### src/rtl/exp_share_pkg.sv
// exp_share_pkg: state encoding and IEEE-754 single constants shared by exp_share_arb and its arbiter.
package exp_share_pkg;
  typedef enum logic [1:0] {IDLE = 2'd0, WAIT = 2'd1, HOLD = 2'd2} state_t;
  localparam logic [31:0] FP_ONE = 32'h3F80_0000;
  localparam logic [31:0] FP_PINF = 32'h7F80_0000;
  localparam logic [31:0] FP_ZERO = 32'h0000_0000;
  localparam logic [31:0] FP_QNAN = 32'h7FC0_0000;
  localparam int FP_EXP_LSB = 23;
  localparam int FP_EXP_MSB = 30;
endpackage

### src/rtl/rr_arbiter.sv
// rr_arbiter: combinational round-robin pick; the search starts just after ptr_i and wraps modulo N_REQ.
module rr_arbiter #(
  parameter int N_REQ = 4,
  parameter int ID_W = 2
) (
  input  logic [N_REQ-1:0] req_i,
  input  logic [ID_W-1:0]  ptr_i,
  output logic [N_REQ-1:0] gnt_o,
  output logic [ID_W-1:0]  idx_o
);
  int best;
  // Distance from ptr_i+1: the requester with the smallest distance wins.
  always_comb begin
    gnt_o = '0;
    idx_o = '0;
    best = N_REQ;
    for (int i = 0; i < N_REQ; i++) begin
      if (req_i[i] && ((i + 2 * N_REQ - 1 - int'(ptr_i)) % N_REQ) < best) begin
        best = (i + 2 * N_REQ - 1 - int'(ptr_i)) % N_REQ;
        gnt_o = '0;
        gnt_o[i] = 1'b1;
        idx_o = ID_W'(i);
      end
    end
  end
endmodule

### src/rtl/exp_share_arb.sv
// exp_share_arb: time-shares one combinational multi-cycle taylor_exp among N_REQ requesters (round-robin).
// Define EXP_SPECIAL_BYPASS_EN to answer +/-0, +/-Inf and NaN operands directly, skipping taylor_exp.
module exp_share_arb
  import exp_share_pkg::*;
#(
  parameter int N_REQ = 4,
  parameter int EXP_LAT = 2,
  parameter int ID_W = 2
) (
  input  logic                 clk,
  input  logic                 rst_n,
  input  logic [N_REQ-1:0]     req_valid,
  input  logic [32*N_REQ-1:0]  req_data,
  output logic [N_REQ-1:0]     req_ready,
  output logic [31:0]          exp_in,
  input  logic [31:0]          exp_out,
  output logic                 rsp_valid,
  input  logic                 rsp_ready,
  output logic [31:0]          rsp_data,
  output logic [ID_W-1:0]      rsp_id,
  output logic                 busy
);
  localparam int CNT_W = EXP_LAT > 1 ? $clog2(EXP_LAT) : 1;
  state_t state_q, state_d;
  logic [ID_W-1:0] ptr_q, ptr_d, rsp_id_q, rsp_id_d, win;
  logic [CNT_W-1:0] cnt_q, cnt_d;
  logic [31:0] exp_in_q, exp_in_d, rsp_data_q, rsp_data_d, sel, special_res;
  logic rsp_valid_q, rsp_valid_d, special, accept;
  logic [N_REQ-1:0] gnt;

  rr_arbiter #(.N_REQ(N_REQ), .ID_W(ID_W)) u_rr (
    .req_i(req_valid),
    .ptr_i(ptr_q),
    .gnt_o(gnt),
    .idx_o(win)
  );

  assign accept = state_q == IDLE && |req_valid;
  assign req_ready = state_q == IDLE ? gnt : '0;

  always_comb begin
    sel = '0;
    for (int i = 0; i < N_REQ; i++) sel = gnt[i] ? req_data[32*i +: 32] : sel;
  end

`ifdef EXP_SPECIAL_BYPASS_EN
  // Any NaN returns the canonical quiet NaN; -Inf underflows to +0.
  assign special = &sel[FP_EXP_MSB:FP_EXP_LSB] || sel[30:0] == '0;
  assign special_res = sel[30:0] == '0 ? FP_ONE : |sel[FP_EXP_LSB-1:0] ? FP_QNAN : sel[31] ? FP_ZERO : FP_PINF;
`else
  assign special = 1'b0;
  assign special_res = FP_ZERO;
`endif

  always_comb begin
    state_d = state_q;
    ptr_d = ptr_q;
    cnt_d = cnt_q;
    exp_in_d = exp_in_q;
    rsp_valid_d = rsp_valid_q;
    rsp_data_d = rsp_data_q;
    rsp_id_d = rsp_id_q;
    case (state_q)
      IDLE: if (accept) begin
        ptr_d = win;
        rsp_id_d = win;
        if (special) begin
          rsp_data_d = special_res;
          rsp_valid_d = 1'b1;
          state_d = HOLD;
        end else begin
          exp_in_d = sel;
          cnt_d = CNT_W'(EXP_LAT - 1);
          state_d = WAIT;
        end
      end
      WAIT: if (cnt_q == '0) begin
        rsp_data_d = exp_out;
        rsp_valid_d = 1'b1;
        state_d = HOLD;
      end else begin
        cnt_d = cnt_q - CNT_W'(1);
      end
      HOLD: if (rsp_ready) begin
        rsp_valid_d = 1'b0;
        state_d = IDLE;
      end
      default: state_d = IDLE;
    endcase
  end

  always_ff @(posedge clk or negedge rst_n) begin
    if (!rst_n) begin
      state_q <= IDLE;
      ptr_q <= ID_W'(N_REQ - 1);
      cnt_q <= '0;
      exp_in_q <= '0;
      rsp_valid_q <= 1'b0;
      rsp_data_q <= '0;
      rsp_id_q <= '0;
    end else begin
      state_q <= state_d;
      ptr_q <= ptr_d;
      cnt_q <= cnt_d;
      exp_in_q <= exp_in_d;
      rsp_valid_q <= rsp_valid_d;
      rsp_data_q <= rsp_data_d;
      rsp_id_q <= rsp_id_d;
    end
  end

  assign exp_in = exp_in_q;
  assign rsp_valid = rsp_valid_q;
  assign rsp_data = rsp_data_q;
  assign rsp_id = rsp_id_q;
  assign busy = state_q != IDLE;
endmodule

### config.mk
export PLATFORM = sky130hd
export DESIGN_NAME = exp_share_arb
export DESIGN_NICKNAME = d
export VERILOG_FILES = /design/src/rtl/exp_share_pkg.sv /design/src/rtl/rr_arbiter.sv /design/src/rtl/exp_share_arb.sv
export SDC_FILE = /design/constraint.sdc
export NUM_CORES = 1
export LEC_CHECK = 0
export ABC_AREA = 1
export CORE_MARGIN = 2
export CORE_UTILIZATION = 35
export DETAILED_ROUTE_END_ITERATION = 8
export PLACE_DENSITY = 0.86
export SLEW_MARGIN = 20
export SYNTH_ARGS = -nofsm -noshare
export SYNTH_HDL_FRONTEND = slang
export SYNTH_SLANG_ARGS = --single-unit
### constraint.sdc
create_clock -name clk -period 4.73 [get_ports clk]
set_input_delay 0.7095 -clock clk [delete_from_list [all_inputs] [get_ports clk]]
set_output_delay 0.7095 -clock clk [all_outputs]
set_load 0.1 [all_outputs]
==> metrics.cfg, run 1 <==
[critical_path]
crit_end=req_ready[2]
required_ps=4020
cp-end-kind=output port
cp_data_arrival_time_ps=3760
reg2regPathDepth=23
worst-r2r-setup-slack_ps=750
startpoint=ptr_q[1]$_DFFE_PN1P_
critPathKind=register to output port
crit_fanout=13
reg2reg_to=exp_in[13]$_DFFE_PN0P_
r2r_start=ptr_q[1]$_DFFE_PN1P_
cp-start-kind=register

[timing]
fmax_mhz=223.6
min_period_over_period_pct=94.57
worst_slack_ps=257.0
max-slew-margin-rel_pct=29.47
rsz0062_at_grt=false
fin_setup_tns_ps=0
worst_clock_skew_ps=11.87
period_needed_ps=4473
final_max_slew_viol_count=0
worst_slew_pin_slew_ps=1055
hold_violations=0
final-setup-viol-count=0

[floorplanning]
die_h_um=110.4
rows=38
pin_count=239
fp.dieArea_um2=12200
coreArea_um2=10940
fp.dieW_um=110.4
initial_utilization_pct=36.26

[cells_and_area]
fillers=898
final_cell_mix=232 x clkdlybuf4s50_1, 122 x nand3_1, 77 x nand2_1, 77 x nor2_1, 70 x dfrtp_1
final_nets=883
drive_above_1_share_pct=11.14
antennaDiodeCount=0
syn2layout_area_growth_pct=73.21
layout_commonest_cell=clkdlybuf4s50_1

[detailed_routing]
ant_nets=0
remaining_drc_errors=0
routed_wl_um=13910
num_vias=4423
dr.first_iter.drc_count=325
avgRoutedWirePerCell_um=16.22
dr.pass1.iters=7
viasPerCell=5.155

[yosys]
synth-seq-cells=72
yosysSeqAreaShare_pct=45.50
syn_nets=658
synth.avg_cell_area_um2=8.125
yosysUniqueCellTypes=25
synthCells=488
netlist_area_um2=3965
synth_warnings=0

[placed_design]
buffer_ports.inserted=238
pre_cts_ws_ps=-133.9
hpwlAfterDp_um=10360
gp_congestion=0.8440

[hold_path]
hold_class=input pin to async pin

[global_routing]
groute.usage.overall_pct=22.48
grt_pass1_wl_um=22400
grt_pass1_vias=4521
top_usage_layer=met2
grtUsageMet3_pct=5.049
grt.met2_usage_pct=41.35
grt.met1_usage_pct=25.45
grt_antenna_before_repair=0
grt_max_degree=73
overflow=0

[clock_network]
clk-insertion-delay-late_ps=320
cts_max_path_buffers=2
htree_num_levels=3
numClockSinks=72
cts_made_buffers=9
clkSlewWorstSetupHoldPaths_ps=60
clock-root-buffer=clkbuf_16
ctsHoldBuffers=0
cts_tree=done

[run]
maxCapViolCount=0

[status]
outcome=finished, final reports clean

[flip-flops by register name, summed over array words and instances (netlist names)]
| register | cells |
|---|---|
| cnt_q | 1 |
| exp_in | 32 |
| ptr_q | 2 |
| rsp_data | 32 |
| rsp_id | 2 |
| rsp_valid | 1 |
| state_q | 2 |
[cell families after synthesis]
group | after synthesis | share of synthesized area [%]
and+or+nand+nor | 310 | 35.53
DFF | 72 | 45.50
buffers and inverters | 52 | 5.680
muxes | 32 | 9.088
AOI/OAI and AO/OA | 18 | 3.029
adders and majority gates | 3 | 0.9468
xor gates and xnor gates | 1 | 0.2209
[critical path, stage by stage (launching register included)]
cell and delay, ps:
dfstp_2 580, xor2_2 210, ha_1 260, nand3_1 130
nand3_2 150, nand2_1 130, o21ai_2 80, ha_1 280
inv_1 60, nor2_1 40, nand2_1 90, nand3_2 90
nand2_1 90, o21ai_0 100, ha_1 290, inv_1 40
nor2_1 120, nand2_2 90, nand3_4 80, inv_2 140
nor3_4 190, buf_12 200
[cells in the mapped netlist]
cell type	instances	area (µm²)
mux2_2	32	360.4
nor2_1	78	292.8
nand3_1	123	615.6
ha_1	3	37.54
o21ai_0	6	30.03
nand4_1	25	156.4
inv_2	1	3.750
xor2_1	1	8.760
nand2_2	1	6.260
buf_6	2	22.52
o21ai_1	3	15.01
nor3_1	3	15.01
nand3_4	1	17.52
clkinv_1	2	7.510
clkbuf_1	17	63.81
nor2_2	1	6.260
inv_1	14	52.55
dfstp_2	2	52.55
a21oi_1	1	5.000
buf_1	4	15.01
nand3_2	1	10.01
dfrtp_1	70	1752
nand2_1	77	289.0
buf_2	12	60.06
a22o_1	8	70.07
[layer usage]
layer	vias to the layer above	wire length (µm)
li1	2121	-
met1	2055	5348
met2	215	7248
met3	32	983
met4	0	333
met5	-	0
[how the worst min path moves through the flow]
stage | start | endpoint | slack (ps) | depth (start not counted)
final | rst_n | exp_in[5]$_DFFE_PN0P_ | 470 | 1
after global routing | rsp_valid$_DFFE_PN0P_ | rsp_valid$_DFFE_PN0P_ | 510 | 2
after CTS | rsp_valid$_DFFE_PN0P_ | rsp_valid$_DFFE_PN0P_ | 480 | 2
after detailed placement | exp_in[31]$_DFFE_PN0P_ | exp_in[31]$_DFFE_PN0P_ | 460 | 2
after global placement | rsp_valid$_DFFE_PN0P_ | rsp_valid$_DFFE_PN0P_ | 460 | 2
after floorplan | rst_n | cnt_q$_DFFE_PN0P_ | 410 | 0
[cell type report]
type                    instances  area, µm²  share of cell area, %
multi-input cells             364       2003                  29.17
inverters                      17      63.81                 0.9291
clock buffers                  11      252.7                  3.680
clock inverters                 5      63.81                 0.9291
flip-flops and latches         72       1804                  26.27
well taps                     140      175.2                  2.551
repair buffers                249       2505                  36.47
[through the flow]
stage / utilization, % / cells / instance area, µm² / hold WS (ps)
final: 62.80 / 858 / 6868 / 472.6
after global routing: 62.80 / 858 / 6868 / 513.0
after global placement: 59.57 / 842 / 6514 / 457.2
after CTS: 62.71 / 858 / 6858 / 479.1
after detailed placement: 59.57 / 842 / 6514 / 463.9
after floorplan: - / 488 / 3983 / 413.9
[timing repair]
action | CTS | global route
endpoints found under the setup margin | 3 | 4
endpoints found under the hold margin | 0 | 0
resized for setup | 6 | 2
buffers inserted | 0 | 0
Power of run 1 is not shown: default switching activity piles up to over one toggle a cycle in this logic, so the estimate is an artifact.
==> inputs of run 2 (changes only) <==
- SLEW_MARGIN: 20 -> 10
==> results of run 2 <==
Final layout, timing and power as in run 1 (identical DEF).
Power of run 2 is left out for the same reason.
